**src/rtl/mac_tap_sequencer_if.sv**
```systemverilog
// -----------------------------------------------------------------------------
// mac_tap_sequencer_if
// Signal bundle between the FIR tap sequencer and its environment.
//   s_*        : input sample stream (sequencer is the slave)
//   k_wr_*     : coefficient write port
//   acc_clr, enable, i_TDATA, k_TDATA, acc_TDATA : accumulator link
//   m_*        : result stream (sequencer is the master)
//   busy       : sequencer activity flag
// Modports: slave  = sequencer side, master = environment side.
// Optional: `define MAC_TLAST_EN adds s_TLAST to the input stream.
// -----------------------------------------------------------------------------
interface mac_tap_sequencer_if #(
  parameter int N_TAPS = 8
) ();
  localparam int AW = $clog2(N_TAPS);

  logic          s_TVALID;
  logic          s_TREADY;
  logic [15:0]   s_TDATA;
`ifdef MAC_TLAST_EN
  logic          s_TLAST;
`endif
  logic          k_wr_en;
  logic [AW-1:0] k_wr_addr;
  logic [15:0]   k_wr_data;
  logic          acc_clr;
  logic          enable;
  logic [15:0]   i_TDATA;
  logic [15:0]   k_TDATA;
  logic [31:0]   acc_TDATA;
  logic          m_TVALID;
  logic          m_TREADY;
  logic [31:0]   m_TDATA;
  logic          busy;

  modport slave (
`ifdef MAC_TLAST_EN
    input  s_TLAST,
`endif
    input  s_TVALID, s_TDATA, k_wr_en, k_wr_addr, k_wr_data, acc_TDATA, m_TREADY,
    output s_TREADY, acc_clr, enable, i_TDATA, k_TDATA, m_TVALID, m_TDATA, busy
  );

  modport master (
`ifdef MAC_TLAST_EN
    output s_TLAST,
`endif
    output s_TVALID, s_TDATA, k_wr_en, k_wr_addr, k_wr_data, acc_TDATA, m_TREADY,
    input  s_TREADY, acc_clr, enable, i_TDATA, k_TDATA, m_TVALID, m_TDATA, busy
  );
endinterface

```
**src/rtl/mac_tap_sequencer.sv**
```systemverilog
// -----------------------------------------------------------------------------
// mac_tap_sequencer
// FIR/convolution tap sequencer feeding an external multiply-accumulate block.
// Each accepted sample is shifted into a tap delay line; the accumulator is
// then cleared, fed N_TAPS (sample, coefficient) pairs, and its final sum is
// captured and offered on the result stream.
// Ports:
//   clk     : clock, rising edge
//   reset_n : asynchronous active-low reset
//   bus     : mac_tap_sequencer_if.slave (sample in, coefficient writes,
//             accumulator link, result out, busy)
// Optional: `define MAC_TLAST_EN -- a sample accepted with s_TLAST=1 zeroes the
// delay line once its result has been handed off (coefficients are kept).
// -----------------------------------------------------------------------------
module mac_tap_sequencer #(
  parameter int N_TAPS = 8
) (
  input  logic                  clk,
  input  logic                  reset_n,
  mac_tap_sequencer_if.slave    bus
);
  localparam int AW = $clog2(N_TAPS);
  localparam logic [AW-1:0] IDX_LAST = AW'(N_TAPS - 1);

  typedef enum logic [2:0] {
    ST_IDLE,
    ST_CLEAR,
    ST_MAC,
    ST_DRAIN,
    ST_OUT
  } state_t;

  state_t        state_q, state_d;
  logic [AW-1:0] idx_q, idx_d;
  logic [15:0]   line_q [N_TAPS];
  logic [15:0]   line_d [N_TAPS];
  logic [15:0]   coef_q [N_TAPS];
  logic [15:0]   coef_d [N_TAPS];
  logic          rdy_q, rdy_d;
  logic          acc_clr_q, acc_clr_d;
  logic          enable_q, enable_d;
  logic [15:0]   i_data_q, i_data_d;
  logic [15:0]   k_data_q, k_data_d;
  logic [31:0]   m_data_q, m_data_d;
`ifdef MAC_TLAST_EN
  logic          last_q, last_d;
`endif

  logic accept;
  logic coef_we;

  // rdy_q is only ever high in IDLE; it stays low for the first cycle after
  // reset release so no sample is taken while the accumulator is still cleared.
  assign accept  = bus.s_TVALID & rdy_q;
  // Address guard matters for non-power-of-two N_TAPS.
  assign coef_we = bus.k_wr_en && (state_q == ST_IDLE) &&
                   ({{(32-AW){1'b0}}, bus.k_wr_addr} < 32'(N_TAPS));

  always_comb begin
    state_d  = state_q;
    idx_d    = idx_q;
    line_d   = line_q;
    coef_d   = coef_q;
    m_data_d = m_data_q;
`ifdef MAC_TLAST_EN
    last_d   = last_q;
`endif

    // A write in the accept cycle lands before CLEAR, so MAC sees it.
    if (coef_we) begin
      coef_d[bus.k_wr_addr] = bus.k_wr_data;
    end

    case (state_q)
      ST_IDLE: begin
        if (accept) begin
          for (int j = N_TAPS - 1; j > 0; j--) begin
            line_d[j] = line_q[j-1];
          end
          line_d[0] = bus.s_TDATA;
`ifdef MAC_TLAST_EN
          last_d    = bus.s_TLAST;
`endif
          state_d   = ST_CLEAR;
        end
      end
      ST_CLEAR: begin
        idx_d   = '0;
        state_d = ST_MAC;
      end
      ST_MAC: begin
        if (idx_q == IDX_LAST) begin
          state_d = ST_DRAIN;
        end else begin
          idx_d = idx_q + 1'b1;
        end
      end
      ST_DRAIN: begin
        // The last product was added on the edge entering DRAIN.
        m_data_d = bus.acc_TDATA;
        state_d  = ST_OUT;
      end
      ST_OUT: begin
        if (bus.m_TREADY) begin
`ifdef MAC_TLAST_EN
          if (last_q) begin
            for (int j = 0; j < N_TAPS; j++) begin
              line_d[j] = '0;
            end
          end
          last_d = 1'b0;
`endif
          state_d = ST_IDLE;
        end
      end
      default: state_d = ST_IDLE;
    endcase

    // Outputs are registered from the next state so they line up with it.
    rdy_d     = (state_d == ST_IDLE);
    acc_clr_d = (state_d == ST_CLEAR);
    enable_d  = (state_d == ST_MAC);
    i_data_d  = enable_d ? line_q[idx_d] : 16'd0;
    k_data_d  = enable_d ? coef_q[idx_d] : 16'd0;
  end

  always_ff @(posedge clk or negedge reset_n) begin
    if (!reset_n) begin
      state_q   <= ST_IDLE;
      idx_q     <= '0;
      rdy_q     <= 1'b0;
      acc_clr_q <= 1'b1;
      enable_q  <= 1'b0;
      i_data_q  <= '0;
      k_data_q  <= '0;
      m_data_q  <= '0;
`ifdef MAC_TLAST_EN
      last_q    <= 1'b0;
`endif
      for (int j = 0; j < N_TAPS; j++) begin
        line_q[j] <= '0;
        coef_q[j] <= '0;
      end
    end else begin
      state_q   <= state_d;
      idx_q     <= idx_d;
      rdy_q     <= rdy_d;
      acc_clr_q <= acc_clr_d;
      enable_q  <= enable_d;
      i_data_q  <= i_data_d;
      k_data_q  <= k_data_d;
      m_data_q  <= m_data_d;
`ifdef MAC_TLAST_EN
      last_q    <= last_d;
`endif
      for (int j = 0; j < N_TAPS; j++) begin
        line_q[j] <= line_d[j];
        coef_q[j] <= coef_d[j];
      end
    end
  end

  assign bus.s_TREADY = rdy_q;
  assign bus.acc_clr  = acc_clr_q;
  assign bus.enable   = enable_q;
  assign bus.i_TDATA  = i_data_q;
  assign bus.k_TDATA  = k_data_q;
  assign bus.m_TVALID = (state_q == ST_OUT);
  assign bus.m_TDATA  = m_data_q;
  assign bus.busy     = (state_q != ST_IDLE);

endmodule

```
**src/flat_wrapper.sv**
```systemverilog
// flat-port wrapper written by rule: the top's interface ports become plain ports
module mac_tap_sequencer_flat 
#(
  parameter int N_TAPS = 8
)
  (clk, reset_n, bus_s_TVALID, bus_s_TDATA, bus_k_wr_en, bus_k_wr_addr, bus_k_wr_data, bus_acc_TDATA, bus_m_TREADY, bus_s_TREADY, bus_acc_clr, bus_enable, bus_i_TDATA, bus_k_TDATA, bus_m_TVALID, bus_m_TDATA, bus_busy);
  mac_tap_sequencer_if #(.N_TAPS(N_TAPS)) bus_i ();
  input  logic clk;
  input  logic reset_n;
  input wire logic [$bits(bus_i.s_TVALID)-1:0] bus_s_TVALID;
  input wire logic [$bits(bus_i.s_TDATA)-1:0] bus_s_TDATA;
  input wire logic [$bits(bus_i.k_wr_en)-1:0] bus_k_wr_en;
  input wire logic [$bits(bus_i.k_wr_addr)-1:0] bus_k_wr_addr;
  input wire logic [$bits(bus_i.k_wr_data)-1:0] bus_k_wr_data;
  input wire logic [$bits(bus_i.acc_TDATA)-1:0] bus_acc_TDATA;
  input wire logic [$bits(bus_i.m_TREADY)-1:0] bus_m_TREADY;
  output wire logic [$bits(bus_i.s_TREADY)-1:0] bus_s_TREADY;
  output wire logic [$bits(bus_i.acc_clr)-1:0] bus_acc_clr;
  output wire logic [$bits(bus_i.enable)-1:0] bus_enable;
  output wire logic [$bits(bus_i.i_TDATA)-1:0] bus_i_TDATA;
  output wire logic [$bits(bus_i.k_TDATA)-1:0] bus_k_TDATA;
  output wire logic [$bits(bus_i.m_TVALID)-1:0] bus_m_TVALID;
  output wire logic [$bits(bus_i.m_TDATA)-1:0] bus_m_TDATA;
  output wire logic [$bits(bus_i.busy)-1:0] bus_busy;
  assign bus_i.s_TVALID = bus_s_TVALID;
  assign bus_i.s_TDATA = bus_s_TDATA;
  assign bus_i.k_wr_en = bus_k_wr_en;
  assign bus_i.k_wr_addr = bus_k_wr_addr;
  assign bus_i.k_wr_data = bus_k_wr_data;
  assign bus_i.acc_TDATA = bus_acc_TDATA;
  assign bus_i.m_TREADY = bus_m_TREADY;
  assign bus_s_TREADY = bus_i.s_TREADY;
  assign bus_acc_clr = bus_i.acc_clr;
  assign bus_enable = bus_i.enable;
  assign bus_i_TDATA = bus_i.i_TDATA;
  assign bus_k_TDATA = bus_i.k_TDATA;
  assign bus_m_TVALID = bus_i.m_TVALID;
  assign bus_m_TDATA = bus_i.m_TDATA;
  assign bus_busy = bus_i.busy;
  mac_tap_sequencer #(.N_TAPS(N_TAPS)) u_core (.clk(clk), .reset_n(reset_n), .bus(bus_i));
endmodule
```
**config.mk**
```make
export PLATFORM = sky130hd
export DESIGN_NAME = mac_tap_sequencer_flat
export DESIGN_NICKNAME = d
export VERILOG_FILES = /design/src/rtl/mac_tap_sequencer_if.sv /design/src/rtl/mac_tap_sequencer.sv /design/src/flat_wrapper.sv
export SDC_FILE = /design/constraint.sdc
export NUM_CORES = 1
export LEC_CHECK = 0
export CAP_MARGIN = 25
export CORE_MARGIN = 2
export CORE_UTILIZATION = 55
export DETAILED_ROUTE_END_ITERATION = 16
export PLACE_DENSITY = 0.77
export SYNTH_ARGS = -nofsm -noshare
export SYNTH_HDL_FRONTEND = slang
export SYNTH_SLANG_ARGS = --single-unit
```
**constraint.sdc**
```tcl
create_clock -name clk -period 3.3 [get_ports clk]
set_input_delay 0.66 -clock clk [delete_from_list [all_inputs] [get_ports clk]]
set_output_delay 0.66 -clock clk [all_outputs]
set_load 0.05 [all_outputs]
```
==> results of run 1 <==
[area by class of cell]
type	count	area, µm²
Clock buffer	54	1060
Multi-Input combinational cell	687	5540
Fill cell	1832	8210
Clock inverter	7	60.1
Timing Repair Buffer	166	1710
Sequential cell	329	8230
Tap cell	330	413
Inverter	4	17.5
[through the flow]
step,area [µm²],instances,hold slack (ps)
2_1_floorplan,14200,1093,364
3_3_place_gp,15900,1516,467
3_5_place_dp,15900,1516,474
4_1_cts,17000,1577,85.9
5_1_grt,17000,1577,102
6_report,17000,1577,77.6
[worst max-delay path, stage by stage, from the launching register on]
cell             delay (ps)
dfrtp_1                 530
nor2_2                  300
nand2_1                 120
inv_1                    80
clkdlybuf4s50_1         810
[cells in the mapped netlist (all sizes together)]
cell,instances
o21ai,2
clkbuf,17
mux2i,32
a21oi,35
a21o,1
nor3,3
and4,32
a22oi,1
o211ai,1
buf,56
nor2b,1
inv,4
ha,1
a41o,1
nand2b,2
dfrtp,328
xnor2,1
a211oi,1
mux2,288
nand3b,3
and2,2
and3,2
nor3b,4
nand4,1
nand2,199
nor2,6
nand3,34
a211o,1
dfstp,1
o221ai,1
a32oi,32
[metal layers]
metal  global-route usage, %  routed length (µm)  vias to the layer above
li1                        -                   -                     4115
met1                    31.8               13500                     4727
met2                    37.8               14700                      202
met3                    3.92                1400                       49
met4                    5.93                 539                        4
met5                       0                  27                        -
[state kept, by name, summed over array words and instances (netlist names)]
signal / cells
u_core.bus.m_TDATA: 32
u_core.state_q: 3
u_core.bus.enable: 1
u_core.bus.k_TDATA: 16
u_core.bus.i_TDATA: 16
u_core.line_q: 128
u_core.idx_q: 3
u_core.bus.acc_clr: 1
u_core.coef_q: 128
u_core.bus.s_TREADY: 1
[power by group through the flow]
stage / Sequential, µW / Clock [µW] / Combinational [µW]
2_1_floorplan: 8060 / 0 / 5260
3_3_place_gp: 7110 / 0 / 8530
3_5_place_dp: 7200 / 0 / 8720
4_1_cts: 7160 / 3880 / 8790
5_1_grt: 7400 / 4050 / 9450
6_report: 7170 / 3800 / 8740
[kinds of logic (layout without fill, tap and decap cells)]
| logic type | after synthesis | in the layout | synth area share, % |
|---|---|---|---|
| DFF | 329 | 329 | 58.2 |
| muxes | 320 | 320 | 25.2 |
| adders and majority gates | 1 | 1 | 0.0884 |
| buffers and inverters | 77 | 231 | 2.87 |
| xor gates and xnor gates | 1 | 1 | 0.0619 |
| AOI/OAI and AO/OA | 76 | 76 | 3.74 |
| and+or+nand+nor | 289 | 289 | 9.91 |
[how the worst max path moves through the flow]
stage / slack, ps / start / cells past startpoint / endpoint
2_1_floorplan: 1200 / bus_k_wr_addr[2] / 5 / u_core.coef_q[21]
3_3_place_gp: 750 / bus_k_wr_addr[2] / 3 / u_core.coef_q[77]
3_5_place_dp: 690 / bus_k_wr_addr[2] / 3 / u_core.coef_q[78]
4_1_cts: 260 / u_core.state_q[1] / 4 / bus_m_TVALID
5_1_grt: 200 / u_core.state_q[1] / 4 / bus_m_TVALID
6_report: 280 / u_core.state_q[1] / 4 / bus_m_TVALID
==> impl_metrics.env, run 1 <==
export IMPL_pwr_share_clk_pct=19.3
export IMPL_grt_start_max_net_pins=104
export IMPL_reg2reg_depth=9
export IMPL_seqPwrFrac_pct=36.4
export IMPL_final_common_cell="dfrtp_1"
export IMPL_synth_top_area_share_pct=58.0
export IMPL_setup_tns_ps=0
export IMPL_portBuffers=140
export IMPL_gp_congestion=0.731
export IMPL_syn_inst=1093
export IMPL_finalPower_uw=19700
export IMPL_path_max_fanout=10
export IMPL_finalCritPeriodShare_pct=91.5
export IMPL_grt_overflow_total=0
export IMPL_start_util_pct=56.1
export IMPL_core_um2=25300
export IMPL_period_minus_slack_ps=3020
export IMPL_cp_end_kind="output pin"
export IMPL_reg2reg_slack_ps=710
export IMPL_via_per_inst=5.77
export IMPL_cts_resized_gates=0
export IMPL_synth_area_leader_cell="dfrtp_1"
export IMPL_fin_nets=1296
export IMPL_drc=0
export IMPL_syn_cell_area_um2=14200
export IMPL_postSynthAreaPerCell_um2=13.0
export IMPL_postCtsSetupBuffers=0
export IMPL_pin_count=141
export IMPL_chipWidth_um=164
export IMPL_worstMarginPinSlew_ps=627
export IMPL_grt_pass1_wl_um=48900
export IMPL_post_drt_wl_per_cell_um=19.1
export IMPL_required_ps=2640
export IMPL_r2r_end="u_core.bus.i_TDATA[5]"
export IMPL_ys_top_cells_by_area="dfrtp_1 58%, mux2_2 19%, nand2_1 5.3%"
export IMPL_cts_sinks=329
export IMPL_area_growth_syn_to_layout_pct=20.4
export IMPL_outcome="completed"
export IMPL_startpoint_type="flip-flop"
export IMPL_clock_fmax_mhz=331
export IMPL_antenna_found_initial=2
export IMPL_slew_limit_headroom_pct=58.0
export IMPL_criticalPathCategory="reg -> out"
export IMPL_cts_root_buf="clkbuf_16"
export IMPL_drive_above_1_share_pct=27.1
export IMPL_p_per_area_nw_per_um2=1160
export IMPL_num_antenna_cells=0
export IMPL_dieArea_um2=27000
export IMPL_cts_clk_slew_worst_paths_ps=60
export IMPL_cap_viol_max_count=0
export IMPL_final_cell_mix="328 x dfrtp_1, 241 x mux2_2, 199 x nand2_1"
export IMPL_worstSkewPairLatency_ps=510
export IMPL_yosysUniqueCellTypes=43
export IMPL_yosysSeqAreaShare_pct=58.2
export IMPL_intPower_uw=12000
export IMPL_peakVddDrop_mv=1.18
export IMPL_tritoncts="done"
export IMPL_ys_warn_count=0
export IMPL_sw_frac_of_total_pct=38.9
export IMPL_dieHeight_um=164
export IMPL_vias=9097
export IMPL_drt_initial_drc_count=689
export IMPL_rsz0062_at_grt="no"
export IMPL_drtAntennaViolNets=0
export IMPL_synth_seq_cells=329
export IMPL_grt_use_total_pct=22.9
export IMPL_r2r_start="u_core.idx_q[0]"
export IMPL_place_ws_ps=689
export IMPL_leakagePower_uw=0.00742
export IMPL_layout_setup_ws_ps=281
export IMPL_fp_row_count=58
export IMPL_power_switching_uw=7670
export IMPL_hold_buffers=0
export IMPL_cts_buffers=35
export IMPL_dp_hpwl_um=17100
export IMPL_h_tree_depth=2
export IMPL_dr_pass1_iters=5
export IMPL_post_route_util_pct=67.5
export IMPL_worstPathArrival_ps=2360
export IMPL_clockBufferDepth=3
export IMPL_setup_violations_final=0
export IMPL_grt_pass1_vias=9310
export IMPL_syn_nets=1166
export IMPL_combPwrFrac_pct=44.3
export IMPL_timing_final_max_slew_violations=0
export IMPL_routed_wl_um=30200
export IMPL_skew_ps=15.6
export IMPL_finalHoldViolCount=0
export IMPL_hold_path_class="in -> async"
Power figures use the tool's default switching activity.
==> run 2, diff against run 1 <==
--- a/config.mk
+++ b/config.mk
@@ -5,7 +5,7 @@
 export SDC_FILE = /design/constraint.sdc
 export NUM_CORES = 1
 export LEC_CHECK = 0
-export CAP_MARGIN = 25
+export CAP_MARGIN = 15
 export CORE_MARGIN = 2
 export CORE_UTILIZATION = 55
 export DETAILED_ROUTE_END_ITERATION = 16
==> results of run 2 <==
Final layout, timing and power as in run 1 (identical DEF).
